**config.mk**
```make
export PLATFORM = sky130hd
export DESIGN_NAME = seg_count_display
export DESIGN_NICKNAME = d
export VERILOG_FILES = /design/src/rtl/seg_count_display.sv
export SDC_FILE = /design/constraint.sdc
export NUM_CORES = 1
export LEC_CHECK = 0
export BUFFER_PORTS_ARGS = -buffer_cell sky130_fd_sc_hd__buf_2
export CAP_MARGIN = 30
export CORE_MARGIN = 5
export CORE_UTILIZATION = 50
export CTS_BUF_LIST = sky130_fd_sc_hd__clkbuf_8
export DETAILED_ROUTE_END_ITERATION = 10
export GPL_TIMING_DRIVEN = 0
export HOLD_SLACK_MARGIN = 0.1
export PLACE_DENSITY_LB_ADDON = 0.25
export SLEW_MARGIN = 40
export SYNTH_ARGS = -nofsm -noshare
export SYNTH_HDL_FRONTEND = slang
export SYNTH_SLANG_ARGS = --single-unit
```
**constraint.sdc**
```tcl
create_clock -name clk -period 3.02 [get_ports clk]
set_input_delay 0.151 -clock clk [delete_from_list [all_inputs] [get_ports clk]]
set_output_delay 0.151 -clock clk [all_outputs]
set_load 0.02 [all_outputs]
```
**src/rtl/seg_count_display.sv**
```systemverilog
// Multiplexed 4-digit 7-segment display of a 4-bit count (digits 0-1) and a BCD wrap counter (digits 2-3).
// Optional macro LEADING_ZERO_BLANK_EN blanks digit1 and digit3 when they are zero.
`timescale 1ns/1ps
module seg_count_display #(
    parameter int REFRESH_BITS = 16
) (
    input  logic       clk,
    input  logic       rst,
    input  logic [3:0] in_val,
    output logic [6:0] seg,
    output logic [3:0] an,
    output logic       wrap_pulse
);

    localparam logic [REFRESH_BITS-1:0] REFRESH_ONE = REFRESH_BITS'(1);
    localparam logic [6:0]              SEG_BLANK   = 7'b1111111;

    typedef enum logic [1:0] {
        DIG0 = 2'd0,
        DIG1 = 2'd1,
        DIG2 = 2'd2,
        DIG3 = 2'd3
    } digit_e;

    digit_e                  digit_q, digit_d;
    logic [3:0]              cur_val_q, prev_val_q;
    logic [3:0]              wrap_ones_q, wrap_ones_d;
    logic [3:0]              wrap_tens_q, wrap_tens_d;
    logic [REFRESH_BITS-1:0] refresh_q, refresh_d;
    logic [3:0]              an_q, an_d;
    logic [6:0]              seg_q, seg_d;
    logic                    wrap_pulse_q;
    logic                    wrap_det;
    logic                    tick;
    logic [3:0]              cur_ones, cur_tens;
    logic [3:0]              digit_val;
    logic                    digit_blank;

    function automatic logic [6:0] encode(input logic [3:0] d);
        case (d)
            4'd0:    encode = 7'b1000000;
            4'd1:    encode = 7'b1111001;
            4'd2:    encode = 7'b0100100;
            4'd3:    encode = 7'b0110000;
            4'd4:    encode = 7'b0011001;
            4'd5:    encode = 7'b0010010;
            4'd6:    encode = 7'b0000010;
            4'd7:    encode = 7'b1111000;
            4'd8:    encode = 7'b0000000;
            4'd9:    encode = 7'b0010000;
            default: encode = SEG_BLANK;
        endcase
    endfunction

    // Reset parks the scan on DIG3 so the first refresh tick lands on DIG0.
    always_ff @(posedge clk or negedge rst) begin
        if (!rst) begin
            cur_val_q    <= 4'd0;
            prev_val_q   <= 4'd0;
            wrap_ones_q  <= 4'd0;
            wrap_tens_q  <= 4'd0;
            refresh_q    <= '0;
            digit_q      <= DIG3;
            an_q         <= 4'b1111;
            seg_q        <= SEG_BLANK;
            wrap_pulse_q <= 1'b0;
        end else begin
            cur_val_q    <= in_val;
            prev_val_q   <= cur_val_q;
            wrap_ones_q  <= wrap_ones_d;
            wrap_tens_q  <= wrap_tens_d;
            refresh_q    <= refresh_d;
            digit_q      <= digit_d;
            wrap_pulse_q <= wrap_det;
            if (tick) begin
                an_q  <= an_d;
                seg_q <= seg_d;
            end
        end
    end

    always_comb begin
        wrap_det    = (prev_val_q == 4'd15) && (cur_val_q == 4'd0);
        tick        = &refresh_q;
        refresh_d   = refresh_q + REFRESH_ONE;
        wrap_ones_d = wrap_ones_q;
        wrap_tens_d = wrap_tens_q;
        if (wrap_det) begin
            if (wrap_ones_q == 4'd9) begin
                wrap_ones_d = 4'd0;
                wrap_tens_d = (wrap_tens_q == 4'd9) ? 4'd0 : wrap_tens_q + 4'd1;
            end else begin
                wrap_ones_d = wrap_ones_q + 4'd1;
            end
        end
        digit_d = digit_q;
        if (tick) begin
            case (digit_q)
                DIG0:    digit_d = DIG1;
                DIG1:    digit_d = DIG2;
                DIG2:    digit_d = DIG3;
                default: digit_d = DIG0;
            endcase
        end
    end

    // Digit contents are taken from the pre-edge registers, so a wrap coinciding
    // with a tick shows the old wrap count.
    always_comb begin
        cur_tens    = (cur_val_q >= 4'd10) ? 4'd1 : 4'd0;
        cur_ones    = (cur_val_q >= 4'd10) ? cur_val_q - 4'd10 : cur_val_q;
        digit_val   = 4'd0;
        digit_blank = 1'b0;
        an_d        = 4'b1111;
        case (digit_d)
            DIG0: begin
                digit_val = cur_ones;
                an_d      = 4'b1110;
            end
            DIG1: begin
                digit_val = cur_tens;
                an_d      = 4'b1101;
`ifdef LEADING_ZERO_BLANK_EN
                digit_blank = (cur_tens == 4'd0);
`endif
            end
            DIG2: begin
                digit_val = wrap_ones_q;
                an_d      = 4'b1011;
            end
            default: begin
                digit_val = wrap_tens_q;
                an_d      = 4'b0111;
`ifdef LEADING_ZERO_BLANK_EN
                digit_blank = (wrap_tens_q == 4'd0);
`endif
            end
        endcase
        seg_d = digit_blank ? SEG_BLANK : encode(digit_val);
    end

    assign seg        = seg_q;
    assign an         = an_q;
    assign wrap_pulse = wrap_pulse_q;

endmodule

```
==> reports/metrics.yaml, run 1 <==
fmax_ghz: 0.340
worst-slew-pin-transition_ps: 669
fin_skew_ps: 7.48
syn2layout_area_growth_pct: 19.0
met2_usage: 0.242
grt_pass1_vias: 1624
startpoint_type: "register"
io_buffers: 17
yosys_warnings: 0
synthTopCellsByArea: "dfrtp_1 (36%), dfstp_2 (15%), nand2_1 (3.9%)"
cts.reportedPaths.clkPinSlew_ps: 90
dp.cells: 287
crit_required_ps: 3240
drv_cap: 0
crit_slowest_cell: "or4_1"
vias: 1660
ys_ff_latch: 46
final_nets: 265
rr_startpoint: "refresh_q[1]"
antenna_found_initial: 0
wl_mm: 4.19
numCtsBuffers: 5
layoutNonFillerInstCount: 305
hold_path.class: "primary input to asynchronous set/reset pin"
synth_seq_area_share: 0.511
crit_family: "simple AND/OR/NAND/NOR gates"
die_y_um: 77.6
grt_overflow_total: 0
synth_cells: 218
core_mm2: 0.00438
synth_top_area_share: 0.361
reg2reg_slack_ps: 80
power_density_mw_per_mm2: 462
postSynthAreaPerCell_um2: 10.5
total_power_uw: 1260
die_area_mm2: 0.00602
grt_first_pass_wirelength_mm: 7.41
cp.arrival_ps: 3160
root_buffer: "clkbuf_8"
netlist_area_mm2: 0.00228
met1_usage: 0.200
hold_viol_final: 0
clk_path_buf_depth: 2
drtPass1Iterations: 4
ys_types: 51
hpwlAfterDp_mm: 2.80
crit_fanout: 10
cts_tree: "built"
grt_use_total: 0.149
max_slew_margin: 0.550
async_flop_share: 1.00
drt-initial-drc-count: 109
io_pins: 18
initial_core_util: 0.521
fillers: 377
drv_slew: 0
ys.flop_type: "dfrtp_1"
final_cell_mix: "dfrtp_1 (33), nand2_1 (24), nor2_1 (21), buf_2 (16), dfstp_2 (13)"
fin_crit_sh: 0.975
routedWlPerCell_um: 13.7
multi_input_area_mm2: 0.00110
dieWidth_um: 77.6
antenna_cells: 0
endpoint_kind: "register"
critPathKind: "register to register"
period_minus_slack_ps: 2940
syn_nets: 231
ff_latch_area_mm2: 0.00117
drc: 0
leakage_uw: 0.00122
r2r_end: "seg[1]"
cts.sinks: 46
htree_levels: 2
path_depth: 11
grt-busiest-layer: "met2"
path_cells: "ha_4, nand4_1, or4_1, clkbuf_4, mux2_4, buf_6, a32oi_4, inv_1, ha_1, and2_1, o31ai_2"
synth_enable_flop_cells: 0
use_met3: 0.0278
clock_latency_ps: 290
vias_per_cell: 5.44
max-vdd-ir-drop_mv: 0.312
crit_buf_inv: 3
finalSetupViolCount: 0
status: "complete, no violations"
cpPeakStageDelay_ps: 550
place.gp.congestion: 0.766
antenna_left: 0
rows: 24
yosys.area.top_type: "dfrtp_1"
r2r_cells: 11
grt_max_degree: 47
drive_above_1_share: 0.277
mostFrequentLayoutCell: "dfrtp_1"
[layout make-up]
| class | instances | share of cell area |
|---|---|---|
| flip-flops and latches | 46 | 0.429 |
| multi-input cells | 156 | 0.403 |
| repair buffers | 27 | 0.0644 |
| clock buffers | 6 | 0.0304 |
| well taps | 52 | 0.0239 |
| clock inverters | 2 | 0.0221 |
| inverters | 10 | 0.0138 |
| plain buffers | 6 | 0.0129 |
[power by group]
group	total [µW]	internal (µW)	switching (µW)	leakage, µW
clock	553	353	200	0.0000714
combinational	73.6	28.6	45.0	0.000587
sequential	631	624	6.57	0.000561
total	1260	1010	252	0.00122
[worst max path at each step]
stage / slack [ps] / to / startpoint
2_1_floorplan: 160 / seg[1] / refresh_q[0]
3_3_place_gp: -220 / seg[4] / refresh_q[0]
3_5_place_dp: -260 / seg[1] / refresh_q[0]
4_1_cts: 20 / seg[5] / refresh_q[1]
5_1_grt: -50 / seg[1] / refresh_q[1]
6_report: 80 / seg[1] / refresh_q[1]
[cell usage after synthesis (all sizes together) (2+ instances only)]
cell    instances
a211oi          3
a21o            3
a21oi          12
a31oi           6
and4b           2
buf             2
clkbuf          4
dfrtp          33
dfstp          13
ha              7
inv            10
mux2            2
mux2i           2
nand2          25
nand3          10
nand3b          2
nand4           6
nor2           22
nor2b           3
nor3            7
nor4            2
o21ai           8
o31ai           5
or2             2
xnor2           9
xor2            9
[cell families (layout without fill, tap and decap cells)]
kind of cell             after synthesis  in the layout  synth area share
flip-flops                            46             46             0.511
AND/OR/NAND/NOR                       85             85             0.196
multiplexers                           4              4            0.0203
buffers and inverters                 16             51            0.0301
adder cells (fa/ha/maj)                7              7            0.0383
XOR/XNOR                              18             18            0.0690
AO/OA/AOI/OAI                         42             42             0.136
[metrics by stage]
stage	setup TNS (ps)	utilization	hold slack, ps	setup slack, ps	cell area [µm²]
2_1_floorplan	0	-	-145	163	2280
3_3_place_gp	-758	0.555	259	-222	2430
3_5_place_dp	-991	0.556	185	-264	2440
4_1_cts	0	0.610	407	22.4	2670
5_1_grt	-115	0.620	461	-51.8	2720
6_report	0	0.620	387	76.4	2720
[flip-flops by register name (all words and copies together) (netlist names)]
| name | count |
|---|---|
| digit_q | 2 |
| seg | 7 |
| wrap_pulse | 1 |
| refresh_q | 16 |
| an | 4 |
| cur_val_q | 4 |
| prev_val_q | 4 |
| wrap_tens_q | 4 |
| wrap_ones_q | 4 |
[layer usage]
layer | share of wire | routed length (µm) | vias up
met5 | 0 | 0 | -
met4 | 0.012 | 49 | 0
met3 | 0.032 | 136 | 5
met2 | 0.49 | 2060 | 29
met1 | 0.46 | 1940 | 801
li1 | - | - | 825
[timing repair]
action                                  in CTS  in global routing
hold endpoints to repair                    37                  0
hold buffers                                 5                  0
endpoints found under the setup margin       7                  6
resized for setup                            5                  6
pin swaps                                    1                  2
setup buffers                                2                  3
Power figures use the tool's default switching activity.
==> inputs of run 2 (changes only) <==
--- a/config.mk
+++ b/config.mk
@@ -8,7 +8,7 @@
 export BUFFER_PORTS_ARGS = -buffer_cell sky130_fd_sc_hd__buf_2
 export CAP_MARGIN = 30
 export CORE_MARGIN = 5
-export CORE_UTILIZATION = 50
+export CORE_UTILIZATION = 45
 export CTS_BUF_LIST = sky130_fd_sc_hd__clkbuf_8
 export DETAILED_ROUTE_END_ITERATION = 10
 export GPL_TIMING_DRIVEN = 0
==> run 2 against run 1 <==
  * Register-to-register slack better by 70 ps
  * Largest cell class unchanged
  * Worst setup slack improved by 66 ps
  * Critical path depth did not move
  * Combinational power grew 3.4%
  * Die area increased by 9.7%
  * Count of clock-buffer cells in the layout is 1 lower
  * Sequential power about the same
  * Design area is 0.41% lower
  * Sequential cell count is the same
  * Clock power is 18% lower
==> reports/metrics.yaml, run 2 (synthesized netlist as in run 1, its figures left out) <==
drv_slew: 0  # unchanged
hold_path.class: "primary input to asynchronous set/reset pin"
io_buffers: 17  # unchanged
fin_skew_ps: 6.32  # -1.16 ps
met1_usage: 0.177  # -0.0226
htree_levels: 2  # unchanged
initial_core_util: 0.456  # -0.0651
finalSetupViolCount: 0  # unchanged
antenna_cells: 0  # unchanged
final_nets: 265  # unchanged
total_power_uw: 1160  # -7.5%
largest_reg_flops: 16  # unchanged
vias_per_cell: 5.07  # -6.8%
crit_fanout: 10  # unchanged
cp.arrival_ps: 3110  # -50 ps
worst-slew-pin-transition_ps: 695  # +25.8 ps
crit_buf_inv: 3  # unchanged
regMostFlops: "refresh_q"
grt_first_pass_wirelength_mm: 6.98  # -5.9%
fillers: 466  # +24%
cts.reportedPaths.clkPinSlew_ps: 90  # about the same
ff_latch_area_mm2: 0.00117  # +0.21%
dieWidth_um: 81.3  # +4.7%
final_cell_mix: "dfrtp_1 (31), nand2_1 (24), nor2_1 (21), buf_2 (16), dfstp_2 (13)"
io_pins: 18  # unchanged
rows: 26  # +8.3%
reg2reg_slack_ps: 140  # +70 ps
hpwlAfterDp_mm: 2.80  # -0.14%
critPathKind: "register to register"
syn2layout_area_growth_pct: 18.5
final_cell_area_mm2: 0.00271  # -0.41%
grt_max_degree: 47  # unchanged
multi_input_area_mm2: 0.00109  # -0.57%
drt-initial-drc-count: 87  # -20%
root_buffer: "clkbuf_8"
clock_latency_ps: 300  # about the same
cpPeakStageDelay_ps: 560  # about the same
leakage_uw: 0.00118  # -3.3%
max-vdd-ir-drop_mv: 0.279  # -11%
drive_above_1_share: 0.289  # +0.0119
cts.sinks: 46  # unchanged
period_minus_slack_ps: 2880  # -66.3 ps
die_area_mm2: 0.00660  # +9.7%
antenna_found_initial: 0  # unchanged
hold_viol_final: 0  # unchanged
use_met3: 0.0466  # +0.0188
wl_mm: 4.06  # -3.2%
core_mm2: 0.00501  # +14%
fmax_ghz: 0.348  # +2.3%
fin_crit_sh: 0.953  # -0.0219
place.gp.congestion: 0.777  # +1.6%
grt_pass1_vias: 1557  # -4.1%
clk_path_buf_depth: 2  # unchanged
met2_usage: 0.222  # -0.0204
vias: 1638  # -1.3%
mostFrequentLayoutCell: "dfrtp_1"
path_cells: "ha_4, nand4_1, or4_4, buf_6, mux2_4, buf_6, a32oi_4, inv_2, ha_4, and2_1, o31ai_2"
endpoint_kind: "register"
power_density_mw_per_mm2: 430  # -7.1%
drc: 0  # unchanged
grt_use_total: 0.139  # -0.00995
drtPass1Iterations: 4  # unchanged
status: "complete, no violations"
die_y_um: 81.3  # +4.7%
crit_family: "simple AND/OR/NAND/NOR gates"
max_slew_margin: 0.532  # -0.0174
numCtsBuffers: 5  # unchanged
crit_slowest_cell: "or4_4"
routedWlPerCell_um: 12.6  # -8.5%
cts_tree: "built"
grt_overflow_total: 0  # unchanged
startpoint_type: "register"
placed_area_mm2: 0.00246  # +0.92%
drv_cap: 0  # unchanged
grt-busiest-layer: "met2"
antenna_left: 0  # unchanged
crit_required_ps: 3250  # about the same
==> run 2: worst paths after layout <==
| check | startpoint | end | cells past startpoint |
|---|---|---|---|
| hold / removal | rst | refresh_q[11] | 2 |
| max in group asynchronous | rst | refresh_q[1] | 2 |
| setup / recovery | refresh_q[1] | seg[1] | 11 |
| min in group clk | cur_val_q[0] | prev_val_q[0] | 0 |
| setup reg to reg | refresh_q[1] | seg[1] | 11 |
| hold reg to reg | cur_val_q[0] | prev_val_q[0] | 0 |
==> run 2: power breakdown <==
| part | internal [µW] | leakage [µW] | switching [µW] |
|---|---|---|---|
| Sequential | 624 | 0.000559 | 6.65 |
| Combinational | 30.4 | 0.000565 | 45.6 |
| Clock | 244 | 0.0000556 | 213 |
| Total | 898 | 0.00118 | 265 |
==> run 2: final cells by class <==
cell class / instances / share of cell area
clock buffers: 5 / 0.0254
inverters: 10 / 0.0139
well taps: 70 / 0.0323
repair buffers: 27 / 0.0647
clock inverters: 3 / 0.0152
multi-input cells: 156 / 0.402
plain buffers: 6 / 0.0139
flip-flops and latches: 46 / 0.432
==> run 2: through the flow <==
step	setup WS [ps]	hold WS, ps	setup TNS, ps	utilization	instances
after global placement	-222	259	-677	0.491	305
final	143	381	0	0.540	323
after floorplan	163	-145	0	-	218
after detailed placement	-210	184	-640	0.491	305
after CTS	17.6	400	0	0.529	321
after global routing	-18.7	446	-49.4	0.540	323
==> run 2: timing repair <==
item,4_1_cts,5_1_grt
buffers inserted,3,2
endpoints found under the setup margin,7,7
hold buffers,5,0
pin swaps,1,5
resized for setup,2,11
endpoints found under the hold margin,37,0
==> run 2: per-layer routing <==
metal / vias to the layer above / share of wire
met5: - / 0
met4: 0 / 0.0049
met3: 2 / 0.030
met2: 25 / 0.46
met1: 783 / 0.50
li1: 828 / -
==> inputs of run 3 (changes only) <==
--- a/config.mk
+++ b/config.mk
@@ -7,8 +7,10 @@
 export LEC_CHECK = 0
 export BUFFER_PORTS_ARGS = -buffer_cell sky130_fd_sc_hd__buf_2
 export CAP_MARGIN = 30
+export CELL_PAD_IN_SITES_DETAIL_PLACEMENT = 1
+export CELL_PAD_IN_SITES_GLOBAL_PLACEMENT = 1
 export CORE_MARGIN = 5
-export CORE_UTILIZATION = 45
+export CORE_UTILIZATION = 44
 export CTS_BUF_LIST = sky130_fd_sc_hd__clkbuf_8
 export DETAILED_ROUTE_END_ITERATION = 10
 export GPL_TIMING_DRIVEN = 0
==> run 3 against run 2 <==
  * Design area rose by 0.83%
  * Sequential power barely moved
  * Clock skew about the same
  * Sequential cell count stayed put
  * Total power is 5.1% lower
  * Register-to-register slack got worse by 70 ps
  * Combinational power grew 4.6%
  * Global-route usage is 1.8 points higher
  * Critical path depth is 1 lower
  * Count of clock-buffer cells in the layout is 1 higher
  * Maximum frequency is 2.5% lower
  * Highest routed layer unchanged
==> reports/metrics.yaml, run 3 (synthesized netlist as in run 1, its figures left out) <==
cts.sinks: 46  # unchanged
vias: 1695  # +3.5%
numCtsBuffers: 5  # unchanged
grt_max_degree: 47  # unchanged
htree_levels: 2  # unchanged
drv_slew: 0  # unchanged
max_slew_margin: 0.503  # -0.0296
die_y_um: 82.1  # +0.99%
total_power_uw: 1100  # -5.1%
io_pins: 18  # unchanged
worst-slew-pin-transition_ps: 739  # +44.0 ps
core_mm2: 0.00507  # +1.3%
leakage_uw: 0.00120  # +1.6%
vias_per_cell: 5.22  # +2.8%
fillers: 595  # +28%
final_util: 0.538  # -0.00249
power_density_mw_per_mm2: 404  # -5.9%
placed_area_mm2: 0.00246  # unchanged
cts.reportedPaths.clkPinSlew_ps: 90  # about the same
fin_crit_sh: 0.977  # +0.0247
endpoint_kind: "register"
hold_viol_final: 0  # unchanged
tns_ps: 0  # unchanged
period_minus_slack_ps: 2950  # +74.6 ps
final_cell_area_mm2: 0.00273  # +0.83%
reg2reg_slack_ps: 70  # -70 ps
fmax_ghz: 0.339  # -2.5%
final_cell_mix: "dfrtp_1 (33), nand2_1 (24), nor2_1 (21), buf_2 (16), dfstp_2 (13)"
wl_met3_um: 134  # +12%
wl_met1_mm: 2.27  # +11%
grt_use_total: 0.157  # +0.0183
drt-initial-drc-count: 64  # -26%
cts_tree: "built"
drv_cap: 0  # unchanged
root_buffer: "clkbuf_8"
mostFrequentLayoutCell: "dfrtp_1"
clk_path_buf_depth: 2  # unchanged
die_area_mm2: 0.00673  # +2.0%
max-vdd-ir-drop_mv: 0.276  # -0.83%
rows: 26  # unchanged
startpoint_type: "register"
crit_fanout: 10  # unchanged
top_layer_used: "met4"
regMostFlops: "refresh_q"
drtPass1Iterations: 4  # unchanged
place.gp.congestion: 0.739  # -5.0%
antenna_left: 0  # unchanged
finalSetupViolCount: 0  # unchanged
clock_latency_ps: 300  # about the same
drc: 0  # unchanged
dieWidth_um: 82.1  # +0.99%
largest_reg_flops: 16  # unchanged
crit_required_ps: 3240  # about the same
hold_path.class: "primary input to asynchronous set/reset pin"
cp.arrival_ps: 3170  # +60 ps
status: "complete, no violations"
fin_skew_ps: 6.80  # +0.482 ps
io_buffers: 17  # unchanged
grt_overflow_total: 0  # unchanged
hpwlAfterDp_mm: 3.17  # +13%
final_nets: 267  # +0.75%
initial_core_util: 0.450  # -0.00585
routedWlPerCell_um: 15.3  # +22%
drive_above_1_share: 0.298  # +0.00950
critPathKind: "register to register"
grt_pass1_vias: 1745  # +12%
wl_met2_mm: 2.48  # +32%
antenna_found_initial: 0  # unchanged
syn2layout_area_growth_pct: 19.5
wl_mm: 4.96  # +22%
antenna_cells: 0  # unchanged
grt_first_pass_wirelength_mm: 8.08  # +16%
==> run 3: report_power, final <==
| part | internal (µW) | switching [µW] |
|---|---|---|
| registers | 624 | 6.88 |
| clock network | 184 | 209 |
| logic | 32.0 | 47.5 |
| total | 840 | 263 |
==> run 3: worst paths after layout <==
check / startpoint / cells after the start / endpoint
min in group clk: cur_val_q[1] / 0 / prev_val_q[1]
max in group asynchronous: rst / 2 / seg[2]
max reg2reg: refresh_q[8] / 10 / seg[1]
min reg2reg: cur_val_q[1] / 0 / prev_val_q[1]
max: refresh_q[8] / 10 / seg[1]
min: rst / 2 / refresh_q[3]
==> run 3: what timing repair did <==
action / in CTS / in global routing
endpoints found under the setup margin: 7 / 5
hold buffers: 5 / 0
buffers inserted: 3 / 4
resized for setup: 5 / 10
endpoints found under the hold margin: 37 / 0
pin swaps: 1 / 3
==> run 3: final cells by class <==
type / count / area [µm²] / area share
flip-flops and latches: 46 / 1170 / 0.428
multi-input cells: 156 / 1110 / 0.408
repair buffers: 29 / 190 / 0.0697
well taps: 70 / 87.6 / 0.0321
clock buffers: 6 / 82.6 / 0.0302
plain buffers: 6 / 37.5 / 0.0137
inverters: 10 / 37.5 / 0.0137
clock inverters: 2 / 12.5 / 0.00458
==> run 3: per-layer routing <==
layer	up-vias	GRT usage
met5	-	0
met4	0	0.0548
met3	5	0.0307
met2	22	0.262
met1	840	0.203
li1	828	-
==> run 3: critical path, cell delays in order, from the launching register on <==
cell	delay, ps
dfrtp_1	440
nand4_1	260
or4_4	600
buf_6	150
mux2_4	320
buf_6	160
a32oi_4	290
inv_2	90
ha_4	250
and2_1	140
o31ai_2	170
==> run 3: through the flow <==
step | hold slack, ps | std cells | setup slack (ps)
floorplan | -145 | 218 | 163
global placement | 260 | 305 | -242
detailed placement | 187 | 305 | -277
CTS | 402 | 321 | 20.9
global route | 458 | 325 | -36.6
finish | 389 | 325 | 68.0
